### src/rtl/wb_write_arbiter_if.sv
// Bus bundle for the writeback arbiter: two result producers and the register-file write port.
interface wb_write_arbiter_if #(
   parameter int unsigned RSIZE = 32
);
   logic             alu_valid;
   logic             alu_ready;
   logic [4:0]       alu_idx;
   logic [RSIZE-1:0] alu_data;
   logic             mem_valid;
   logic             mem_ready;
   logic [4:0]       mem_idx;
   logic [RSIZE-1:0] mem_data;
   logic [4:0]       write_idx;
   logic [RSIZE-1:0] write_data;
   logic             rwrite;
   logic             wb_busy;

   modport slave (
      input  alu_valid, alu_idx, alu_data, mem_valid, mem_idx, mem_data,
      output alu_ready, mem_ready, write_idx, write_data, rwrite, wb_busy
   );

   modport master (
      output alu_valid, alu_idx, alu_data, mem_valid, mem_idx, mem_data,
      input  alu_ready, mem_ready, write_idx, write_data, rwrite, wb_busy
   );
endinterface

### src/rtl/wb_write_arbiter.sv
// Writeback arbiter: queues ALU and load results in small FIFOs and issues one
// register-file write per cycle, favouring loads but never starving the ALU.
module wb_write_arbiter #(
   parameter int unsigned RSIZE        = 32,
   parameter int unsigned DEPTH        = 2,
   parameter int unsigned STARVE_LIMIT = 3
) (
   input logic                clk,
   input logic                rst,
   wb_write_arbiter_if.slave  bus
);
   localparam int unsigned PW = $clog2(DEPTH);
   localparam int unsigned CW = $clog2(DEPTH + 1);
   localparam int unsigned SW = $clog2(STARVE_LIMIT + 1);
   localparam logic [CW-1:0] FULL  = CW'(DEPTH);
   localparam logic [SW-1:0] LIMIT = SW'(STARVE_LIMIT);

   // Source 0 is the ALU pipe, source 1 the load pipe.
   logic [4:0]       r_idx  [2][DEPTH];
   logic [RSIZE-1:0] r_data [2][DEPTH];
   logic [PW-1:0]    r_wp   [2];
   logic [PW-1:0]    r_rp   [2];
   logic [CW-1:0]    r_cnt  [2];
   logic [SW-1:0]    r_starve;
   logic             r_rwrite;
   logic [4:0]       r_write_idx;
   logic [RSIZE-1:0] r_write_data;

   logic             w_valid   [2];
   logic [4:0]       w_in_idx  [2];
   logic [RSIZE-1:0] w_in_data [2];
   logic             w_ready   [2];
   logic             w_push    [2];
   logic             w_pop     [2];
   logic             w_ne      [2];
   logic             w_grant_alu;
   logic             w_grant;
   logic [4:0]       w_head_idx;
   logic [RSIZE-1:0] w_head_data;

   always_comb begin
      w_valid[0]   = bus.alu_valid;
      w_valid[1]   = bus.mem_valid;
      w_in_idx[0]  = bus.alu_idx;
      w_in_idx[1]  = bus.mem_idx;
      w_in_data[0] = bus.alu_data;
      w_in_data[1] = bus.mem_data;
      for (int unsigned s = 0; s < 2; s++) begin
         w_ready[s] = !rst && (r_cnt[s] != FULL);
         w_push[s]  = w_valid[s] && w_ready[s];
         w_ne[s]    = (r_cnt[s] != '0);
      end
   end

   // Loads win ties until the ALU has been passed over STARVE_LIMIT times.
   always_comb begin
      w_grant_alu = w_ne[0] && (!w_ne[1] || (r_starve == LIMIT));
      w_grant     = w_ne[0] || w_ne[1];
      w_pop[0]    = w_grant_alu;
      w_pop[1]    = w_ne[1] && !w_grant_alu;
      w_head_idx  = w_grant_alu ? r_idx[0][r_rp[0]]  : r_idx[1][r_rp[1]];
      w_head_data = w_grant_alu ? r_data[0][r_rp[0]] : r_data[1][r_rp[1]];
   end

   always_ff @(posedge clk) begin
      if (rst) begin
         for (int unsigned s = 0; s < 2; s++) begin
            r_wp[s]  <= '0;
            r_rp[s]  <= '0;
            r_cnt[s] <= '0;
         end
         r_starve     <= '0;
         r_rwrite     <= 1'b0;
         r_write_idx  <= '0;
         r_write_data <= '0;
      end else begin
         for (int unsigned s = 0; s < 2; s++) begin
            if (w_push[s]) begin
               r_idx[s][r_wp[s]]  <= w_in_idx[s];
               r_data[s][r_wp[s]] <= w_in_data[s];
               r_wp[s]            <= r_wp[s] + 1'b1;
            end
            if (w_pop[s])
               r_rp[s] <= r_rp[s] + 1'b1;
            case ({w_push[s], w_pop[s]})
               2'b10:   r_cnt[s] <= r_cnt[s] + 1'b1;
               2'b01:   r_cnt[s] <= r_cnt[s] - 1'b1;
               default: r_cnt[s] <= r_cnt[s];
            endcase
         end

         if (!w_ne[0] || w_grant_alu)
            r_starve <= '0;
         else if (r_starve != LIMIT)
            r_starve <= r_starve + 1'b1;

         // Index 0 entries still consume a grant but never write.
         if (w_grant) begin
            r_write_idx  <= w_head_idx;
            r_write_data <= w_head_data;
            r_rwrite     <= (w_head_idx != 5'd0);
         end else begin
            r_rwrite <= 1'b0;
         end
      end
   end

   always_comb begin
      bus.alu_ready  = w_ready[0];
      bus.mem_ready  = w_ready[1];
      bus.write_idx  = r_write_idx;
      bus.write_data = r_write_data;
      bus.rwrite     = r_rwrite;
      bus.wb_busy    = !rst && (w_ne[0] || w_ne[1] || r_rwrite);
   end
endmodule

### src/flat_wrapper.sv
// flat-port wrapper written by rule: the top's interface ports become plain ports
module wb_write_arbiter_flat 
#(
   parameter int unsigned RSIZE        = 32,
   parameter int unsigned DEPTH        = 2,
   parameter int unsigned STARVE_LIMIT = 3
)
  (clk, rst, bus_alu_valid, bus_alu_idx, bus_alu_data, bus_mem_valid, bus_mem_idx, bus_mem_data, bus_alu_ready, bus_mem_ready, bus_write_idx, bus_write_data, bus_rwrite, bus_wb_busy);
  wb_write_arbiter_if #(.RSIZE(RSIZE)) bus_i ();
  input logic clk;
  input logic rst;
  input wire logic [$bits(bus_i.alu_valid)-1:0] bus_alu_valid;
  input wire logic [$bits(bus_i.alu_idx)-1:0] bus_alu_idx;
  input wire logic [$bits(bus_i.alu_data)-1:0] bus_alu_data;
  input wire logic [$bits(bus_i.mem_valid)-1:0] bus_mem_valid;
  input wire logic [$bits(bus_i.mem_idx)-1:0] bus_mem_idx;
  input wire logic [$bits(bus_i.mem_data)-1:0] bus_mem_data;
  output wire logic [$bits(bus_i.alu_ready)-1:0] bus_alu_ready;
  output wire logic [$bits(bus_i.mem_ready)-1:0] bus_mem_ready;
  output wire logic [$bits(bus_i.write_idx)-1:0] bus_write_idx;
  output wire logic [$bits(bus_i.write_data)-1:0] bus_write_data;
  output wire logic [$bits(bus_i.rwrite)-1:0] bus_rwrite;
  output wire logic [$bits(bus_i.wb_busy)-1:0] bus_wb_busy;
  assign bus_i.alu_valid = bus_alu_valid;
  assign bus_i.alu_idx = bus_alu_idx;
  assign bus_i.alu_data = bus_alu_data;
  assign bus_i.mem_valid = bus_mem_valid;
  assign bus_i.mem_idx = bus_mem_idx;
  assign bus_i.mem_data = bus_mem_data;
  assign bus_alu_ready = bus_i.alu_ready;
  assign bus_mem_ready = bus_i.mem_ready;
  assign bus_write_idx = bus_i.write_idx;
  assign bus_write_data = bus_i.write_data;
  assign bus_rwrite = bus_i.rwrite;
  assign bus_wb_busy = bus_i.wb_busy;
  wb_write_arbiter #(.RSIZE(RSIZE), .DEPTH(DEPTH), .STARVE_LIMIT(STARVE_LIMIT)) u_core (.clk(clk), .rst(rst), .bus(bus_i));
endmodule
### config.mk
export PLATFORM = sky130hd
export DESIGN_NAME = wb_write_arbiter_flat
export DESIGN_NICKNAME = d
export VERILOG_FILES = /design/src/rtl/wb_write_arbiter_if.sv /design/src/rtl/wb_write_arbiter.sv /design/src/flat_wrapper.sv
export SDC_FILE = /design/constraint.sdc
export NUM_CORES = 1
export LEC_CHECK = 0
export ABC_AREA = 1
export CAP_MARGIN = 10
export CORE_UTILIZATION = 49
export DETAILED_ROUTE_END_ITERATION = 16
export PLACE_DENSITY = 0.75
export SYNTH_ARGS = -nofsm -noshare
export SYNTH_HDL_FRONTEND = slang
export SYNTH_SLANG_ARGS = --single-unit
export TNS_END_PERCENT = 50
### constraint.sdc
create_clock -name clk -period 2.92 [get_ports clk]
set_input_delay 0.584 -clock clk [delete_from_list [all_inputs] [get_ports clk]]
set_output_delay 0.584 -clock clk [all_outputs]
set_load 0.03 [all_outputs]
* After elaboration in Yosys (flattened, before gate mapping) *
Memories as Yosys holds them, arrays and structs flattened.
Cells that the tools add are included.
Widths: inputs -> output; s select.

operators by class
  bitwise gates (word level) = 15
  order comparisons = 6
  $add $sub $neg = 9
  equality and inequality tests = 8
  reduce and logical (&&, ||, !) cells = 24
  multiplexer cells = 68

operators with widths
  kind                 number
  $mux 32              9
  $mux 64              2
  $demux 32 s1         2
  $mux 5               9
  $mux 1               36
  $mux 10              2
  $mux 2               6
  $demux 5 s1          2
  $or 1x1->1           10
  $logic_and 1x1->1    9
  $ge 2x2->1 const B   4
  $not 1->2            4
  $reduce_or 2->1      4
  $add 2x1->2 const B  3
  $eq 2x2->1 const B   3
  $ne 2x2->1 const B   3
  $reduce_bool 5->1    1
  $add 1x1->1 const B  4
  $eq 2x1->1 const B   2
  $logic_not 1->1      4
  $logic_or 1x1->1     4
  $lt 2x1->1 const B   2
  $reduce_bool 2->1    2
  $sub 2x1->2 const B  2
  $not 1->1            1

storage, ports and cells
  memories = 5
  input port bits = 78
  register bits after elaboration = 40
  memory bits (writable) = 156
  word-level logic and storage cells = 139

memory list
  memory         words  width  read ports  clocked after memory_dff  wr ports  line                    source
  u_core.r_data  2      64     2           0                         2         wb_write_arbiter.sv:20  logic [RSIZE-1:0] r_data [2][DEPTH];
  u_core.r_idx   2      10     2           0                         2         wb_write_arbiter.sv:19  logic [4:0] r_idx [2][DEPTH];
  u_core.r_cnt   2      2      2           0                         2         wb_write_arbiter.sv:23  logic [CW-1:0] r_cnt [2];
  u_core.r_rp    2      1      2           0                         2         wb_write_arbiter.sv:22  logic [PW-1:0] r_rp [2];
  u_core.r_wp    2      1      2           0                         2         wb_write_arbiter.sv:21  logic [PW-1:0] r_wp [2];

* Depth between registers and ports, before layout *
Gate-level depths: netlist (run 1).

  word-level depth = 13
  gate-level depth with buffers = 12
  depth with buffers taken out = 11

* Worst setup path after synthesis (run 1) *
Ideal clock, no wire load.

  path type = input port to flip-flop
  start = in rst
  end = mem u_core.r_data[0][0] in the netlist's numbering, enable pin
  data arrival time = 3017 ps
  stages = 3
  required time = 2489 ps
  setup time = 431 ps
  slack = -528 ps
  path through = a21oi_1 nand2_1 nor2_1

RTL lines
  element          line                    source
  start, declared  flat_wrapper.sv:11      input logic rst;
  end, declared    wb_write_arbiter.sv:20

==> results.tsv, run 1 <==
metric	value	unit
TritonCTS Buffers	17	
worst min-delay path class	reg2reg	
r2r startpoint	u_core.r_cnt[1][0]$_DFFE_PP_	
worst slack, placed	0.212	ns
maximum clock frequency	369	MHz
footprint of the flip-flops and latches	5490	um^2
pins over their slew limit	0	
worst slew margin relative to its limit	52.2	%
critical path launch point	u_core.r_cnt[1][0]$_DFFE_PP_	
DIE HEIGHT	129	um
number of failing hold endpoints at the final stage	0	
outcome	completed	
setup repair after global routing missed its margin	no	
routability cong.	0.741	
drc violations	0	
maximum number of pins on one net before global-route repair	48	
overall track demand over capacity in global routing	22.1	%
total number of nets in the final design	857	
DIE WIDTH	129	um
hold_sp	u_core.bus.write_data[26]$_SDFFE_PP0N_	
Post-CTS Hold Fix Bufs	0	
DRT iter0 DRCs	469	
final non-filler cell area	9700	um^2
worst-skew pair later-pin latency	0.43	ns
number of global-route vias before repair	5354	
synth cell count leaders	sky130_fd_sc_hd__edfxtp_1 (156), sky130_fd_sc_hd__nor2_1 (152), sky130_fd_sc_hd__nand2_1 (77)	
CTS H-tree lvls	4	
final worst-path setup slack	0.210	ns
TritonCTS sink count	196	
power density over cell area	953	nW/um^2
share of synthesized registers carrying an async set or reset	0	%
number of I/O port buffers	118	
area overhead of the layout relative to synthesis	23.6	%
Cells after Synth	657	
cell row count	45	
classification of the worst setup path	reg2out	
area of the die	16500	um^2
Synth cell types	28	
First-pass DRT Iterations	6	
layout cell share with drive strength beyond 1	11.5	%
number of synthesis warnings	0	
leading cell types by total area after synthesis	sky130_fd_sc_hd__edfxtp_1 (60%), sky130_fd_sc_hd__dfxtp_1 (10%), sky130_fd_sc_hd__nor2_1 (7.3%)	
number of cells on the worst hold path	2	
VDD IR max	0.000563	V
starting utilization of the core area	50.9	%
antenna violations before repair	0	
clock root cell	sky130_fd_sc_hd__clkbuf_16	
Avg WL per Cell	17.1	um
top-level I/O count	119	
worst-path maximum fanout	3	
wire length reported by the detailed router	17.0	mm
placed cell area	9170	um^2
required time of the critical path	2.34	ns
post-synthesis cell type with the largest combined area	sky130_fd_sc_hd__edfxtp_1	
number of diodes added for antenna fixing	0	
Syn Nets	742	
CTS tree	yes	
CP Capture Type	output port	
flip-flop and latch count after synthesis	196	
data arrival time of the critical path	2.13	ns
Static Leak	3.57	nW
mean instance size in the synthesized netlist	11.9	um^2
number of maximum-capacitance constraint violations	0	
crit share post-route	92.8	%
Antenna Nets Post-Route	0	
maximum buffer depth of the clock tree	2	
most used flip-flop cell after synthesis	sky130_fd_sc_hd__edfxtp_1	
number of setup buffers added after CTS	0	
CTS-repair resized insts	0	
share of the yosys chip area belonging to registers	69.9	%
CTS clock-pin slew for the worst setup and hold paths	0.06	ns
wire length of the first global-routing pass	27.0	mm
Congestion Overflow GR	0	
count of cells along the worst register-to-register path	10	
sum of negative setup slack	0	ns
number of flops mapped to enable cells by yosys	156	
most frequent cell after synthesis	sky130_fd_sc_hd__edfxtp_1	
kind of launch point of the worst setup path	flop	
Max Clock Skew	0.00744	ns
Fin Hold WS	0.468	ns
Filler Cell Count	1198	
routed via count	5252	
area occupied by multi-input gates	2000	um^2
final setup violating endpoints	0	
Cell Area, Synth	7850	um^2
HPWL after DPL	10.7	mm
post-route minimum period	2.71	ns
Avg Vias per Cell	5.27	
fraction of post-synthesis cell area in the top cell type by area	59.7	%
slew at the pin with the worst max-slew slack	0.715	ns
placeable core area	15400	um^2
[registers in the layout, summed over array words and instances, names as in the netlist]
register,count
u_core.bus.rwrite,1
u_core.bus.write_idx,5
u_core.r_wp,2
u_core.r_rp,2
u_core.r_data,128
u_core.r_starve,2
u_core.bus.write_data,32
u_core.r_cnt,4
u_core.r_idx,20
[layout by cell type (no fill, tap or decap)]
cell	netlist	final
sky130_fd_sc_hd__nand3_1	49	49
sky130_fd_sc_hd__nor2_4	2	6
sky130_fd_sc_hd__dfxtp_1	40	40
sky130_fd_sc_hd__clkdlybuf4s50_1	0	118
sky130_fd_sc_hd__a21oi_1	6	6
sky130_fd_sc_hd__o21ai_1	48	48
sky130_fd_sc_hd__nand3_2	22	22
sky130_fd_sc_hd__inv_2	8	8
sky130_fd_sc_hd__ha_1	7	7
sky130_fd_sc_hd__xor2_1	1	1
sky130_fd_sc_hd__buf_12	4	4
sky130_fd_sc_hd__clkinv_1	0	3
sky130_fd_sc_hd__nand2_1	77	77
sky130_fd_sc_hd__clkbuf_16	0	17
sky130_fd_sc_hd__nor2_8	1	1
sky130_fd_sc_hd__o21ai_2	11	11
sky130_fd_sc_hd__o21ai_0	18	18
sky130_fd_sc_hd__nor2_1	152	148
sky130_fd_sc_hd__edfxtp_1	156	156
sky130_fd_sc_hd__nand2_4	2	2
sky130_fd_sc_hd__nand4_1	1	1
sky130_fd_sc_hd__clkinv_2	0	5
sky130_fd_sc_hd__inv_1	19	19
sky130_fd_sc_hd__clkinv_4	0	1
sky130_fd_sc_hd__clkinvlp_4	0	2
sky130_fd_sc_hd__or2_0	1	1
sky130_fd_sc_hd__bufinv_16	0	1
sky130_fd_sc_hd__nor2_2	1	1
sky130_fd_sc_hd__nand2_2	1	1
sky130_fd_sc_hd__clkbuf_1	1	3
sky130_fd_sc_hd__buf_4	7	8
[layer usage]
layer | vias up | global-route usage [%] | routed length (um)
li1 | 2483 | - | -
met3 | 24 | 5.74 | 1100
met4 | 0 | 7.27 | 280
met5 | - | 0 | 0
met1 | 2529 | 26.5 | 6860
met2 | 216 | 38.7 | 8790
[layout make-up]
cell class	instances	area share, %
tap	211	2.72
clock buffer	20	4.50
sequential	196	56.6
clock inverter	12	0.929
multi-input combinational	400	20.6
inverter	27	1.05
timing repair buffer	130	13.6
[per-stage QoR]
stage / instances / power (mW) / util (%)
3_5_place_dp: 964 / 7.18 / 59.4
4_1_cts: 996 / 9.28 / 62.9
2_1_floorplan: 657 / 6.11 / -
6_report: 996 / 9.24 / 62.9
5_1_grt: 996 / 9.73 / 62.9
3_3_place_gp: 964 / 7.04 / 59.4
[cell families (layout without fill, tap and decap cells)]
family | after synthesis | count (layout) | synth area share [%]
compound gates | 83 | 83 | 5.82
flops | 196 | 196 | 69.9
buf+inv | 61 | 189 | 5.01
xor+xnor | 1 | 1 | 0.112
fa+ha+maj | 7 | 7 | 1.12
simple gates | 309 | 309 | 18.0
[where the power goes]
part	internal [mW]	total, mW	switching [mW]	leakage (nW)
combinational	1.16	3.30	2.14	1.54
sequential	3.55	3.82	0.273	1.77
clock	1.16	2.11	0.956	0.256
total	5.87	9.24	3.37	3.57
[worst paths after layout]
| path | to | slack, ns |
|---|---|---|
| worst max-delay path | bus_wb_busy | 0.21 |
| worst min-delay path | u_core.bus.write_data[26]$_SDFFE_PP0N_ | 0.47 |
| worst max register to register | u_core.r_cnt[1][1]$_DFFE_PP_ | 0.60 |
| worst min register to register | u_core.bus.write_data[26]$_SDFFE_PP0N_ | 0.47 |
[worst max-delay path, cell delays in order (launching register included)]
cell and delay [ns]:
sky130_fd_sc_hd__edfxtp_1 0.38, sky130_fd_sc_hd__inv_1 0.10, sky130_fd_sc_hd__ha_1 0.23, sky130_fd_sc_hd__inv_2 0.08, sky130_fd_sc_hd__nor2_4 0.17, sky130_fd_sc_hd__nor2_8 0.04
sky130_fd_sc_hd__inv_2 0.06, sky130_fd_sc_hd__nand2_1 0.04, sky130_fd_sc_hd__clkdlybuf4s50_1 0.59
Power figures use the tool's default switching activity.
==> inputs of run 2 (changes only) <==
==> constraint.sdc (replaced) <==
create_clock -name clk -period 2.4 [get_ports clk]
set_input_delay 0.48 -clock clk [delete_from_list [all_inputs] [get_ports clk]]
set_output_delay 0.48 -clock clk [all_outputs]
set_load 0.03 [all_outputs]
==> results.tsv, run 2 (same netlist as run 1, synthesis figures left out) <==
metric	value	unit	change
outcome	completed		
total number of nets in the final design	870		+1.5%
pins over their slew limit	0		unchanged
cell class contributing the biggest share of worst-path delay	buffers and inverters		
count of cells along the worst register-to-register path	10		unchanged
wire length of the first global-routing pass	27.0	mm	+0.10%
DIE WIDTH	129	um	unchanged
CP Capture Type	output port		
Avg WL per Cell	17.1	um	about the same
critical path's most frequent cell	sky130_fd_sc_hd__inv_2		
clock root cell	sky130_fd_sc_hd__clkbuf_16		
overall track demand over capacity in global routing	22.5	%	+0.46 points
DRT iter0 DRCs	405		-14%
Antenna Nets Post-Route	0		unchanged
area overhead of the layout relative to synthesis	26.7	%	
classification of the worst setup path	reg2out		
DIE HEIGHT	129	um	unchanged
area of the die	16500	um^2	unchanged
cell row count	45		unchanged
First-pass DRT Iterations	5		-1
top-level I/O count	119		unchanged
WP depth	8		unchanged
drc violations	0		unchanged
CTS tree	yes		
series of cell instances along the critical path	inv_1 > ha_2 > inv_2 > nor2_4 > nor2_8 > inv_2 > nand2_1 > buf_4		
placeable core area	15400	um^2	unchanged
max FFs per register	128		unchanged
final setup violating endpoints	0		unchanged
crit share post-route	96.1	%	
wire length reported by the detailed router	17.3	mm	+1.3%
most frequent standard cell in the layout excluding fill and tap cells	sky130_fd_sc_hd__edfxtp_1		
worst slack, placed	0.208	ns	-0.00340 ns
commonest cells after routing, fill and taps aside	sky130_fd_sc_hd__edfxtp_1 (156), sky130_fd_sc_hd__nor2_1 (148), sky130_fd_sc_hd__clkdlybuf4s50_1 (115)		
routed via count	5229		-0.44%
Congestion Overflow GR	0		unchanged
number of global-route vias before repair	5390		+0.67%
HPWL after DPL	11.6	mm	+7.8%
slew at the pin with the worst max-slew slack	0.530	ns	-0.186 ns
Fin Hold WS	0.463	ns	-0.00566 ns
maximum number of pins on one net before global-route repair	48		unchanged
required time of the critical path	1.92	ns	-0.42 ns
CTS clock-pin slew for the worst setup and hold paths	0.06	ns	about the same
VDD IR max	0.000763	V	+36%
final worst-path setup slack	0.0940	ns	-0.116 ns
maximum clock frequency	434	MHz	
worst-path maximum fanout	9		+6
starting utilization of the core area	50.9	%	unchanged
number of failing hold endpoints at the final stage	0		unchanged
Avg Vias per Cell	5.18		-1.7%
CTS H-tree lvls	4		unchanged
routability cong.	0.850		+15%
number of I/O port buffers	118		unchanged
TritonCTS sink count	196		unchanged
worst min-delay path class	reg2reg		
number of cells on the worst hold path	2		unchanged
CP endpoint	bus_wb_busy		
Max Clock Skew	0.00493	ns	-0.00251 ns
data arrival time of the critical path	1.83	ns	-0.30 ns
critical path launch point	u_core.r_cnt[1][0]$_DFFE_PP_		
Static Leak	3.69	nW	+3.5%
layout cell share with drive strength beyond 1	13.4	%	+1.9 points
r2r startpoint	u_core.r_cnt[1][0]$_DFFE_PP_		
delay of the slowest critical-path stage	0.41	ns	-0.18 ns
Layout Utilization	64.4	%	+1.6 points
maximum buffer depth of the clock tree	2		unchanged
antenna violations before repair	0		unchanged
number of maximum-capacitance constraint violations	0		unchanged
worst-skew pair later-pin latency	0.44	ns	about the same
post-route minimum period	2.31	ns	
worst slew margin relative to its limit	64.7	%	+12 points
setup repair after global routing missed its margin	no		
Critical Path Slowest Stage Cell	sky130_fd_sc_hd__edfxtp_1		
reg-to-reg slack, setup	0.40	ns	-0.20 ns
CP Buf/Inv Count	4		unchanged
power density over cell area	1170	nW/um^2	+23%
endpoint of the worst-slack reg-to-reg timing path	u_core.r_cnt[1][1]$_DFFE_PP_		
number of diodes added for antenna fixing	0		unchanged
TritonCTS Buffers	17		unchanged
kind of launch point of the worst setup path	flop		
[run 2: per-layer routing]
metal,track usage (%),vias up,wire length (um)
li1,-,2509,-
met1,25.0,2502,6570
met2,40.7,182,9350
met3,5.16,36,907
met4,11.1,0,431
met5,0,-,0
[run 2: worst min-delay path by stage]
stage                                                  end                              startpoint
global route        u_core.bus.write_data[22]$_SDFFE_PP0N_  u_core.bus.write_data[22]$_SDFFE_PP0N_
global placement    u_core.bus.write_data[21]$_SDFFE_PP0N_  u_core.bus.write_data[21]$_SDFFE_PP0N_
detailed placement  u_core.bus.write_data[22]$_SDFFE_PP0N_  u_core.bus.write_data[22]$_SDFFE_PP0N_
finish              u_core.bus.write_data[23]$_SDFFE_PP0N_  u_core.bus.write_data[23]$_SDFFE_PP0N_
floorplan                  u_core.r_starve[1]$_SDFFE_PP0N_         u_core.r_starve[1]$_SDFFE_PP0N_
CTS                 u_core.bus.write_data[22]$_SDFFE_PP0N_  u_core.bus.write_data[22]$_SDFFE_PP0N_
[run 2: cell type report]
cell class	instances	area, um^2
fill	1169	5490
sequential	196	5490
multi-input combinational	400	2000
timing repair buffer	143	1500
clock buffer	18	429
tap	211	264
clock inverter	14	160
inverter	27	101
[run 2: worst register-to-register path, stage by stage (launching register included)]
cell	delay, ns
sky130_fd_sc_hd__edfxtp_1	0.41
sky130_fd_sc_hd__inv_1	0.11
sky130_fd_sc_hd__ha_2	0.22
sky130_fd_sc_hd__inv_2	0.06
sky130_fd_sc_hd__nand2_2	0.08
sky130_fd_sc_hd__nand2_4	0.18
sky130_fd_sc_hd__ha_1	0.26
sky130_fd_sc_hd__nor2_1	0.14
sky130_fd_sc_hd__nand2_1	0.09
sky130_fd_sc_hd__nand4_1	0.11
sky130_fd_sc_hd__o21ai_0	0.09
[run 2: stage by stage]
| step | instance area, um^2 | TNS, ns | std cells | power (mW) |
|---|---|---|---|---|
| floorplan | 7860 | -50.69 | 657 | 7.43 |
| global placement | 9350 | 0 | 977 | 8.74 |
| detailed placement | 9350 | 0 | 977 | 8.87 |
| CTS | 9940 | 0 | 1009 | 11.7 |
| global route | 9940 | 0 | 1009 | 12.2 |
| finish | 9940 | 0 | 1009 | 11.6 |
[run 2: power by group]
group	internal (mW)	switching (mW)	leakage (nW)
clock	1.63	1.19	0.288
combinational	1.52	2.63	1.64
sequential	4.32	0.333	1.77
total	7.47	4.15	3.69
[run 2: repair_timing]
action	CTS	global route
endpoints found under the setup margin	0	1
resized for setup	0	1
buffers inserted	0	0
hold buffers	0	0
==> inputs of run 3 (changes only) <==
--- a/config.mk
+++ b/config.mk
@@ -5,11 +5,11 @@
 export SDC_FILE = /design/constraint.sdc
 export NUM_CORES = 1
 export LEC_CHECK = 0
-export ABC_AREA = 1
 export CAP_MARGIN = 10
-export CORE_UTILIZATION = 49
+export CORE_UTILIZATION = 48
 export DETAILED_ROUTE_END_ITERATION = 16
 export PLACE_DENSITY = 0.75
+export SKIP_LAST_GASP = 1
 export SYNTH_ARGS = -nofsm -noshare
 export SYNTH_HDL_FRONTEND = slang
 export SYNTH_SLANG_ARGS = --single-unit
==> results.tsv, run 3 <==
metric	value	unit	change
DIE HEIGHT	126	um	-2.0%
maximum clock frequency	431	MHz	-0.65%
sum of internal, switching and leakage power	11.6	mW	-0.14%
Avg WL per Cell	18.7	um	+9.1%
cell row count	44		-2.2%
slew at the pin with the worst max-slew slack	0.754	ns	+0.224 ns
CTS tree	yes		
starting utilization of the core area	50.0	%	-0.90 points
top-level I/O count	119		unchanged
most used flip-flop cell after synthesis	sky130_fd_sc_hd__edfxtp_1		
number of synthesis warnings	0		unchanged
CP Capture Type	output port		
worst min-delay path class	reg2reg		
number of cells on the worst hold path	1		-1
DIE WIDTH	126	um	-2.0%
worst slack, placed	0.0747	ns	-0.134 ns
routed via count	4238		-19%
crit share post-route	96.7	%	+0.63 points
maximum number of pins on one net before global-route repair	39		-19%
power density over cell area	1220	nW/um^2	+4.1%
VDD IR max	0.000654	V	-14%
synth cell count leaders	sky130_fd_sc_hd__edfxtp_1 (156), sky130_fd_sc_hd__mux2i_1 (77), sky130_fd_sc_hd__nand2_1 (73)		
antenna violations before repair	0		unchanged
most frequent standard cell in the layout excluding fill and tap cells	sky130_fd_sc_hd__edfxtp_1		
Synth cell types	32		+14%
number of failing hold endpoints at the final stage	0		unchanged
Static Leak	3.45	nW	-6.7%
post-synthesis cell type with the largest combined area	sky130_fd_sc_hd__edfxtp_1		
Cell Area, Synth	7370	um^2	-6.1%
footprint of the flip-flops and latches	5490	um^2	unchanged
data arrival time of the critical path	1.84	ns	about the same
count of cells along the worst register-to-register path	10		unchanged
number of cells after detailed placement	756		-23%
number of flops mapped to enable cells by yosys	156		unchanged
classification of the worst setup path	reg2out		
CTS H-tree lvls	4		unchanged
Filler Cell Count	1066		-8.8%
kind of launch point of the worst setup path	flop		
most frequent cell after synthesis	sky130_fd_sc_hd__edfxtp_1		
setup repair after global routing missed its margin	no		
HPWL after DPL	9.54	mm	-17%
pins over their slew limit	0		unchanged
Post-CTS Hold Fix Bufs	0		unchanged
outcome	completed		
wire length of the first global-routing pass	22.9	mm	-15%
wire length reported by the detailed router	14.8	mm	-14%
post-route minimum period	2.32	ns	+0.0150 ns
final worst-path setup slack	0.0790	ns	-0.0150 ns
final setup violating endpoints	0		unchanged
CTS clock-pin slew for the worst setup and hold paths	0.06	ns	about the same
Cells after Synth	461		-30%
Congestion Overflow GR	0		unchanged
required time of the critical path	1.92	ns	about the same
mean instance size in the synthesized netlist	16.0	um^2	+34%
worst slew margin relative to its limit	49.7	%	-15 points
flip-flop and latch count after synthesis	196		unchanged
worst-skew pair later-pin latency	0.43	ns	about the same
share of synthesized registers carrying an async set or reset	0	%	unchanged
area occupied by multi-input gates	1780	um^2	-11%
TritonCTS sink count	196		unchanged
Max Clock Skew	0.00556	ns	+0.000624 ns
area overhead of the layout relative to synthesis	29.3	%	
number of global-route vias before repair	4402		-18%
maximum buffer depth of the clock tree	2		unchanged
layout cell share with drive strength beyond 1	10.7	%	-2.7 points
max FFs per register	128		unchanged
commonest cells after routing, fill and taps aside	sky130_fd_sc_hd__edfxtp_1 (156), sky130_fd_sc_hd__clkdlybuf4s50_1 (115), sky130_fd_sc_hd__mux2i_1 (77)		
area of the die	15900	um^2	-4.0%
Antenna Nets Post-Route	0		unchanged
worst-path maximum fanout	11		+2
filler-free cell count of the finished design	791		-22%
number of maximum-capacitance constraint violations	0		unchanged
First-pass DRT Iterations	4		-1
number of diodes added for antenna fixing	0		unchanged
number of I/O port buffers	118		unchanged
Syn Nets	546		-26%
drc violations	0		unchanged
DRT iter0 DRCs	200		-51%
TritonCTS Buffers	17		unchanged
placeable core area	14800	um^2	-4.4%
share of the yosys chip area belonging to registers	74.4	%	+4.5 points
total number of nets in the final design	680		-22%
clock root cell	sky130_fd_sc_hd__clkbuf_16		
overall track demand over capacity in global routing	19.8	%	-2.8 points
leading cell types by total area after synthesis	sky130_fd_sc_hd__edfxtp_1 (64%), sky130_fd_sc_hd__dfxtp_1 (11%), sky130_fd_sc_hd__mux2i_1 (10%)		
sum of negative setup slack	0	ns	unchanged
Avg Vias per Cell	5.36		+3.4%
fraction of post-synthesis cell area in the top cell type by area	63.6	%	+3.9 points
routability cong.	0.852		+0.24%
run 3: changes by cell type after synthesis, moves of 15 or more:
cell	delta
sky130_fd_sc_hd__o21ai_1	-48
sky130_fd_sc_hd__o21ai_0	-15
sky130_fd_sc_hd__nor2_1	-141
sky130_fd_sc_hd__mux2i_1	+77
sky130_fd_sc_hd__nand3_2	-22
sky130_fd_sc_hd__nand3_1	-49
sky130_fd_sc_hd__a32o_1	+32
run 3: routing by layer:
| layer | part of all wire (%) | GRT usage (%) |
|---|---|---|
| met5 | 0 | 0 |
| met4 | 2.4 | 7.87 |
| met3 | 5.3 | 5.56 |
| met2 | 51 | 34.6 |
| met1 | 41 | 23.0 |
run 3: what timing repair did:
action                                  4_1_cts  5_1_grt
endpoints found under the setup margin        1        1
endpoints found under the hold margin         0        0
cloned                                        1        0
pin swaps                                     1        1
gates resized for setup                       2        3
buffers inserted                              1        2
run 3: final cells by class:
cell class | instances | area share [%]
clock inverter | 10 | 1.64
tap | 184 | 2.42
timing repair buffer | 138 | 14.6
sequential | 196 | 57.5
clock buffer | 21 | 4.73
timing repair inverter | 1 | 0.0656
inverter | 8 | 0.394
multi-input combinational | 233 | 18.6
run 3: cell families (layout without fill, tap and decap cells):
family	after synthesis	after routing	synth area share, %
AO/OA/AOI/OAI	50	50	6.06
XOR/XNOR	2	2	0.238
adder cells (fa/ha/maj)	7	7	1.19
buffers and inverters	32	178	2.10
flip-flops	196	196	74.4
multiplexers	77	77	10.5
AND/OR/NAND/NOR	97	97	5.53
run 3: final timing paths:
check	from	to	slack [ns]
min	u_core.r_starve[0]$_SDFFE_PP0N_	u_core.r_starve[0]$_SDFFE_PP0N_	0.43
max reg2reg	u_core.r_cnt[1][1]$_DFFE_PP_	u_core.r_cnt[1][1]$_DFFE_PP_	0.16
max	u_core.r_cnt[1][1]$_DFFE_PP_	bus_wb_busy	0.08
min reg2reg	u_core.r_starve[0]$_SDFFE_PP0N_	u_core.r_starve[0]$_SDFFE_PP0N_	0.43
run 3: worst max-delay path, cell delays in order (launching register included):
cell	delay (ns)
sky130_fd_sc_hd__edfxtp_1	0.40
sky130_fd_sc_hd__inv_1	0.11
sky130_fd_sc_hd__ha_4	0.15
sky130_fd_sc_hd__nor2_2	0.05
sky130_fd_sc_hd__nor2_4	0.17
sky130_fd_sc_hd__inv_8	0.08
sky130_fd_sc_hd__a21oi_4	0.16
sky130_fd_sc_hd__a21o_1	0.14
sky130_fd_sc_hd__buf_6	0.14
run 3: through the flow:
| step | hold WS, ns | instance area (um^2) | util (%) |
|---|---|---|---|
| after floorplan | 0.398 | 7390 | - |
| after global placement | 0.409 | 8880 | 60.2 |
| after detailed placement | 0.415 | 8880 | 60.2 |
| after CTS | 0.426 | 9500 | 64.4 |
| after global routing | 0.451 | 9530 | 64.6 |
| final | 0.426 | 9530 | 64.6 |
run 3: power by group:
group	leakage (nW)	internal (mW)	switching, mW	total [mW]
clock	0.298	1.76	1.14	2.90
sequential	1.77	4.33	0.345	4.68
combinational	1.38	1.72	2.30	4.03
